## src/rtl/apb_timer_slave.sv

```systemverilog
// APB timer slave: 32-bit down-counter with 8-bit prescaler, one-shot/auto-reload,
// sticky expiry flag and level interrupt. Read data is captured in the setup cycle.
module apb_timer_slave #(
   parameter int unsigned PSEL_W  = 3,
   parameter int unsigned SEL_IDX = 0
) (
   input  logic              HCLK,
   input  logic              HRESETn,
   input  logic [PSEL_W-1:0] PSEL,
   input  logic              PENABLE,
   input  logic              PWRITE,
   input  logic [31:0]       PADDR,
   input  logic [31:0]       PWDATA,
   output logic [31:0]       PRDATA,
   output logic              IRQ
);
   localparam int unsigned DW = 32;
   localparam int unsigned PW = 8;
   localparam int unsigned SW = (PSEL_W > 1) ? $clog2(PSEL_W) : 1;

   localparam logic [2:0] A_CTRL    = 3'd0;
   localparam logic [2:0] A_LOAD    = 3'd1;
   localparam logic [2:0] A_VALUE   = 3'd2;
   localparam logic [2:0] A_STATUS  = 3'd3;
   localparam logic [2:0] A_PRESC   = 3'd4;
   localparam logic [2:0] A_SCRATCH = 3'd5;

   logic          ctrl_en, ctrl_reload, ctrl_ie;
   logic [DW-1:0] load_reg, value_reg, scratch_reg;
   logic [PW-1:0] presc_reg, pcnt;
   logic          expired;

   logic          sel, wr, rd;
   logic [2:0]    idx;
   logic          wr_ctrl, wr_load, wr_status, wr_presc, wr_scratch;
   logic          tick, tick_eff, expire;
   logic [DW-1:0] rdata_c;
   logic          unused_bits;

   assign sel = PSEL[SW'(SEL_IDX)];
   assign wr  = sel & PENABLE & PWRITE;
   assign rd  = sel & ~PENABLE & ~PWRITE;
   assign idx = PADDR[4:2];

   assign wr_ctrl    = wr && (idx == A_CTRL);
   assign wr_load    = wr && (idx == A_LOAD);
   assign wr_status  = wr && (idx == A_STATUS);
   assign wr_presc   = wr && (idx == A_PRESC);
   assign wr_scratch = wr && (idx == A_SCRATCH);

   // A LOAD write or a disabling CTRL write on a tick edge suppresses that tick.
   assign tick     = ctrl_en && (pcnt == presc_reg);
   assign tick_eff = tick && !wr_load && !(wr_ctrl && !PWDATA[0]);
   assign expire   = tick_eff && (value_reg == '0);

   assign IRQ = expired & ctrl_ie;

   assign unused_bits = ^{PADDR[31:5], PADDR[1:0], PSEL};

   // Register read mux; unmapped offsets read zero.
   always_comb begin
      rdata_c = '0;
      case (idx)
         A_CTRL:    rdata_c = {29'd0, ctrl_ie, ctrl_reload, ctrl_en};
         A_LOAD:    rdata_c = load_reg;
         A_VALUE:   rdata_c = value_reg;
         A_STATUS:  rdata_c = {31'd0, expired};
         A_PRESC:   rdata_c = {24'd0, presc_reg};
         A_SCRATCH: rdata_c = scratch_reg;
         default:   rdata_c = '0;
      endcase
   end

   // Later assignments in this block take priority: bus writes override the counter.
   always_ff @(posedge HCLK or negedge HRESETn) begin
      if (!HRESETn) begin
         ctrl_en     <= 1'b0;
         ctrl_reload <= 1'b0;
         ctrl_ie     <= 1'b0;
         load_reg    <= '0;
         value_reg   <= '0;
         scratch_reg <= '0;
         presc_reg   <= '0;
         pcnt        <= '0;
         expired     <= 1'b0;
         PRDATA      <= '0;
      end else begin
         if (ctrl_en) begin
            pcnt <= tick ? '0 : pcnt + PW'(1);
         end
         if (tick_eff) begin
            if (value_reg != '0) begin
               value_reg <= value_reg - DW'(1);
            end else if (ctrl_reload) begin
               value_reg <= load_reg;
            end else begin
               ctrl_en <= 1'b0;
            end
         end
         if (expire) begin
            expired <= 1'b1;
         end else if (wr_status && PWDATA[0]) begin
            expired <= 1'b0;
         end
         if (wr_ctrl) begin
            ctrl_en     <= PWDATA[0];
            ctrl_reload <= PWDATA[1];
            ctrl_ie     <= PWDATA[2];
            if (PWDATA[0] && !ctrl_en) begin
               pcnt <= '0;
            end
         end
         if (wr_load) begin
            load_reg  <= PWDATA;
            value_reg <= PWDATA;
            pcnt      <= '0;
         end
         if (wr_presc) begin
            presc_reg <= PWDATA[PW-1:0];
         end
         if (wr_scratch) begin
            scratch_reg <= PWDATA;
         end
         if (rd) begin
            PRDATA <= rdata_c;
         end
      end
   end

endmodule

```

## config.mk

```make
export PLATFORM = sky130hd
export DESIGN_NAME = apb_timer_slave
export DESIGN_NICKNAME = d
export VERILOG_FILES = /design/src/rtl/apb_timer_slave.sv
export SDC_FILE = /design/constraint.sdc
export NUM_CORES = 1
export LEC_CHECK = 0
export BUFFER_PORTS_ARGS = -buffer_cell sky130_fd_sc_hd__buf_2
export CAP_MARGIN = 0
export CORE_ASPECT_RATIO = 1.5
export CORE_MARGIN = 8
export CORE_UTILIZATION = 45
export DETAILED_ROUTE_END_ITERATION = 6
export GPL_ROUTABILITY_DRIVEN = 0
export PLACE_DENSITY = 0.65
export SYNTH_ARGS = -nofsm -noshare
export SYNTH_HDL_FRONTEND = slang
export SYNTH_SLANG_ARGS = --single-unit
```

## constraint.sdc

```tcl
create_clock -name HCLK -period 3.4 [get_ports HCLK]
set_input_delay 0.68 -clock HCLK [delete_from_list [all_inputs] [get_ports HCLK]]
set_output_delay 0.68 -clock HCLK [all_outputs]
set_load 0.05 [all_outputs]
```

## Word level (Yosys, flattened, before mapping)

Index checks and enable logic that the tools add are counted.
Widths: inputs -> output; s select.

| storage, ports and cells | value |
|---|---|
| register bits | 148 |
| output and inout bits | 33 |
| input port bits | 71 |
| word-level logic and storage cells | 68 |

| cells by class | value |
|---|---|
| mux-type cells | 16 |
| equality and inequality tests | 8 |
| add/subtract/negate cells | 2 |
| bitwise operators | 7 |
| reduce and logical (&&, ||, !) cells | 25 |

Operators with widths:

| operator | count |
|---|---|
| $pmux 32 s6 | 1 |
| $mux 32 | 4 |
| $mux 8 | 5 |
| $logic_not 32->1 | 1 |
| $reduce_bool 32->1 | 1 |
| $sub 32x1->32 const B | 1 |
| $logic_and 1x1->1 | 12 |
| $add 8x1->8 const B | 1 |
| $eq 8x8->1 | 1 |
| $eq 3x2->1 const B | 2 |
| $eq 3x3->1 const B | 2 |
| $mux 1 | 6 |
| $reduce_bool 2->1 | 3 |
| $and 1x1->1 | 5 |
| $logic_not 1->1 | 4 |
| $eq 3x1->1 const B | 1 |
| $logic_not 3->1 | 1 |
| $reduce_and 3->1 | 1 |
| $reduce_bool 3->1 | 1 |
| $ne 2x1->1 const B | 1 |
| $ne 2x2->1 const B | 1 |
| $not 1->1 | 2 |
| $reduce_and 2->1 | 1 |

## Logic depth before layout (Yosys ltp)

| logic depth | value |
|---|---|
| depth after elaboration | 8 |
| mapped depth | 11 |
| mapped depth without buffers | 8 |

## Least setup slack after synthesis

OpenSTA, ideal clock, no wires.

| timing path | value |
|---|---|
| path type | input port to flip-flop |
| start | input PADDR[4] |
| end | register value_reg[9] |
| slack | 0.818 ns |
| data arrival time | 2.447 ns |
| cell stages on the path | 9 |
| cells stage by stage | clkbuf_1 -> nand4b_1 -> nor4_1 -> or4_1 -> clkbuf_1 -> a21oi_2 -> buf_2 -> mux2i_1 -> o21ai_0 |

| on the way | value |
|---|---|
| word-level cells in the longest chain between the ends | 7 |
| elaborated cells on any way between the ends | 13 |
| classes of those cells | 1 x eq/ne; 1 x mux; 11 x reduce/logical |

RTL lines:

| item | RTL line | RTL |
|---|---|---|
| start, declared | 12 | `input logic [31:0] PADDR,` |
| $eq 3x1->1 / $logic_not 3->1 (equally long branches) | 46, 45 |  |
| $logic_and 1x1->1, on equally long branches | 46, 45 |  |
| $logic_not 1->1 / $logic_and 1x1->1 (equally long branches) | 53 | `assign tick_eff = tick && !wr_load && !(wr_ctrl && !PWDATA[0]);` |
| $logic_and 1x1->1 / $logic_not 1->1 (equally long branches) | 53 |  |
| $logic_and 1x1->1 | 53 |  |
| $reduce_bool 2->1 (no source line) | n/a |  |
| $reduce_and 2->1 (no source line) | n/a |  |
| end signal, assigned | 93 | `value_reg <= value_reg - DW'(1);` |
| end signal, assigned | 95 | `value_reg <= load_reg;` |
| end, declared | 29 | `logic [DW-1:0] load_reg, value_reg, scratch_reg;` |

Parallel ways exist; a longest one is shown, timed or not.
A chain may end at the register's enable or synchronous reset.

## Worst setup path in the final report

| timing path | value |
|---|---|
| start | register value_reg[10] |
| end | register value_reg[30] |

| on the way | value |
|---|---|
| word-level cells in the longest chain between the ends | 4 |
| elaborated cells on any way between the ends | 7 |
| classes of those cells | 1 x add/sub; 3 x mux; 3 x reduce/logical |

RTL lines:

| item | RTL line | RTL |
|---|---|---|
| $sub 32x1->32 / $reduce_bool 32->1 (equally long branches) | 93, 92 |  |
| $mux 32 | 92 | `if (value_reg != '0) begin` |
| $mux 32 | 91 | `if (tick_eff) begin` |
| $mux 32 | 113 | `if (wr_load) begin` |

Parallel ways exist; a longest one is shown, timed or not. The select of a mux whose other input is x is not followed.

==> results.txt <==
post-synthesis mux area share: 12.5%
Clock Path Buffers: 2
slowest cell on the critical path: or4_1
static leakage: 0.00411 uW
adder-cell share of the synthesized area: 0.482%
clock latency reported for the late side of the worst-skew pair: 0.42 ns
clock tree sinks: 148
H-tree levels: 4
setup TNS: 0 ns
share of the synthesized area in compound gates (AO/OA/AOI/OAI): 13.5%
via count of the routed design: 6567
setup repair after global routing missed its margin: false
fmax: 0.356 GHz
area fraction in and, or, nand and nor cells after synthesis: 20.0%
number of design-rule violations left by the first detailed-router iteration: 409
CTS tree: done
mapped cell area: 7790 um2
via count of the first global-routing pass: 6950
per-cell via count in the routed design: 5.84
post-synthesis cell type count: 62
antenna-violating nets left: 0
synthesized area divided by synthesized cell count: 9.32 um2
Reg power frac: 43.4%
post-place setup slack: 0.535 ns
placed wire-length estimate: 15200 um
number of buffers inserted during clock tree synthesis: 17
worst path setup slack after routing: 0.591 ns
Maximum Capacitance Violations: 0
xor/xnor cell area share of the yosys netlist: 2.92%
post-synthesis register bit count: 148
share of the synthesized area in the top cell type: 47.5%
maximum number of pins on one net before global-route repair: 78
Crit path buffers/inverters: 0
Layout fillers: 1634
post-route cell area: 9070 um2
power density normalized to cell area: 659 nW/um2
Clock Power Share: 31.3%
kind of end point of the critical path: flip-flop
synthesis-to-layout area growth: 16.3%
setup-violating endpoint count in the final report: 0
switching share of power: 34.6%
Tightest Pin Transition: 0.815 ns
Post-synth top cells: 152 x nand2_1, 148 x dfrtp_1, 82 x nor2_1, 48 x mux2_2, 48 x o21ai_0
Post-synth top flop: dfrtp_1
Worst Setup Path Type: reg2reg
initial core utilization: 45.3%
share of the clock period used by the worst path: 82.6%
row cnt: 59
placement-stage cell area: 8480 um2
antenna violations before repair: 0
Required @ worst endpoint: 3.70 ns
largest fanout on the critical path: 8
max incr delay on CP: 0.68 ns
Die Outline Area: 21900 um2
number of search-and-repair iterations in the first detailed-routing pass: 5
quantity of hold-fixing buffers added after cts: 0
global-route wire length before repair: 36200 um
Resized Gates After CTS: 0
grt ovf: 0
Core Footprint: 17200 um2
chain of cells forming the critical path: or4_1 -> and4b_1 -> nand2_1 -> nor3_1 -> a21oi_1 -> a211o_1
cell count after synthesis: 836
largest clock skew in the final design: 0.0101 ns
biggest area consumer among synthesized cells: dfrtp_1
number of pins with negative max-slew slack in the final report: 0
Comb power frac: 25.3%
largest family of logic cells by synthesized area: simple AND/OR/NAND/NOR gates
Int Pwr: 3910 uW
clock period minus final worst setup slack: 2.81 ns
signal arrival time at the worst endpoint: 3.11 ns
input/output buffers: 72
number of nets produced by synthesis: 910
run status: finished clean
CTS clock-pin slew for the worst setup and hold paths: 0.06 ns
total number of yosys warnings: 0
hold violation total from the final report: 0
count of flip-flops with a built-in enable after synthesis: 0
IR drop worst, VDD: 0.276 mV
startpoint types: flip-flop
die height: 177 um
proportion of synthesized chip area in sequential cells: 47.5%
width of the die: 123 um
GR Util All Layers: 21.1%
most common cell in the netlist: nand2_1
per-cell routed wire length: 19.4 um
Remaining DRCs: 0
setup repair bufs after CTS: 0
worst hold path class: in2async
largest cells by area after synthesis: dfrtp_1 48%, nand2_1 7.3%, mux2_2 6.9%, mux2i_1 5.3%, nor2_1 3.9%
Crit path max-delay family: simple AND/OR/NAND/NOR gates
worst relative slew slack: 45.7%
I/O pin count: 104
proportion of register bits with asynchronous set or reset after synthesis: 100%
net count of the finished layout: 973
share of final-layout standard cells stronger than drive strength 1: 20.9%
antenna diode count: 0
CTS Root Buffer Type: clkbuf_16
wirelength, routed: 21800 um
Net Sw Power: 2070 uW
-- per-stage QoR --
stage / cells / hold slack (ns) / total power, uW / util [%]
2_1_floorplan: 836 / 0.384 / 3600 / -
3_3_place_gp: 1093 / 0.456 / 4070 / 49.3
3_5_place_dp: 1093 / 0.466 / 4120 / 49.3
4_1_cts: 1124 / 0.327 / 6010 / 52.7
5_1_grt: 1124 / 0.335 / 6310 / 52.7
6_report: 1124 / 0.278 / 5980 / 52.7
-- per-layer routing --
layer | up-vias | track usage (%) | share of wire, %
li1 | 3092 | - | -
met1 | 3232 | 25.7 | 41
met2 | 196 | 35.4 | 51
met3 | 47 | 3.32 | 4.5
met4 | 0 | 10.1 | 3.1
met5 | - | 0 | 0
-- cells by family (layout without fill, tap and decap cells) --
family	Yosys count	in the layout
compound gates	168	168
xor+xnor	26	26
fa+ha+maj	3	3
buf+inv	62	137
flops	148	148
mux	90	90
simple gates	339	339
-- power groups by stage --
stage	sequential [uW]	combinational (uW)	clock [uW]
6_report	2590	1510	1870
5_1_grt	2650	1680	1980
4_1_cts	2580	1520	1900
3_5_place_dp	2610	1510	0
3_3_place_gp	2590	1480	0
2_1_floorplan	2600	1000	0
-- layout make-up --
class	count	area, um2	area share [%]
inverters	8	30.0	0.331
clock buffers	20	457	5.04
repair buffers	98	624	6.89
flip-flops and latches	148	3700	40.9
clock inverters	11	126	1.39
well taps	213	267	2.94
multi-input cells	626	3860	42.6
-- final timing paths --
kind                          startpoint             end  slack, ns  depth (start not counted)
min in group HCLK             PRDATA[25]      PRDATA[25]       0.47                          2
setup / recovery           value_reg[10]   value_reg[30]       0.59                          6
max in group asynchronous        HRESETn  scratch_reg[5]       2.31                          2
hold reg to reg               PRDATA[25]      PRDATA[25]       0.47                          2
hold / removal                   HRESETn       PRDATA[0]       0.28                          1
setup reg to reg           value_reg[10]   value_reg[30]       0.59                          6
-- cells in the final DEF, fill, tap and decap left out, types with 6 or more instances in the layout --
master	n
xor2_1	9
clkbuf_16	17
nor4_1	9
buf_4	21
mux2i_1	41
xnor2_1	17
a21oi_1	44
o211ai_1	12
o22ai_1	6
nand4_1	8
nand3_1	15
nor3_1	27
a31oi_1	11
buf_2	71
o21ai_0	48
nand2_1	152
inv_1	8
nor2_1	80
dfrtp_1	148
a2111oi_0	7
mux2_2	48
No activity file was read; power rests on OpenSTA's default activity.
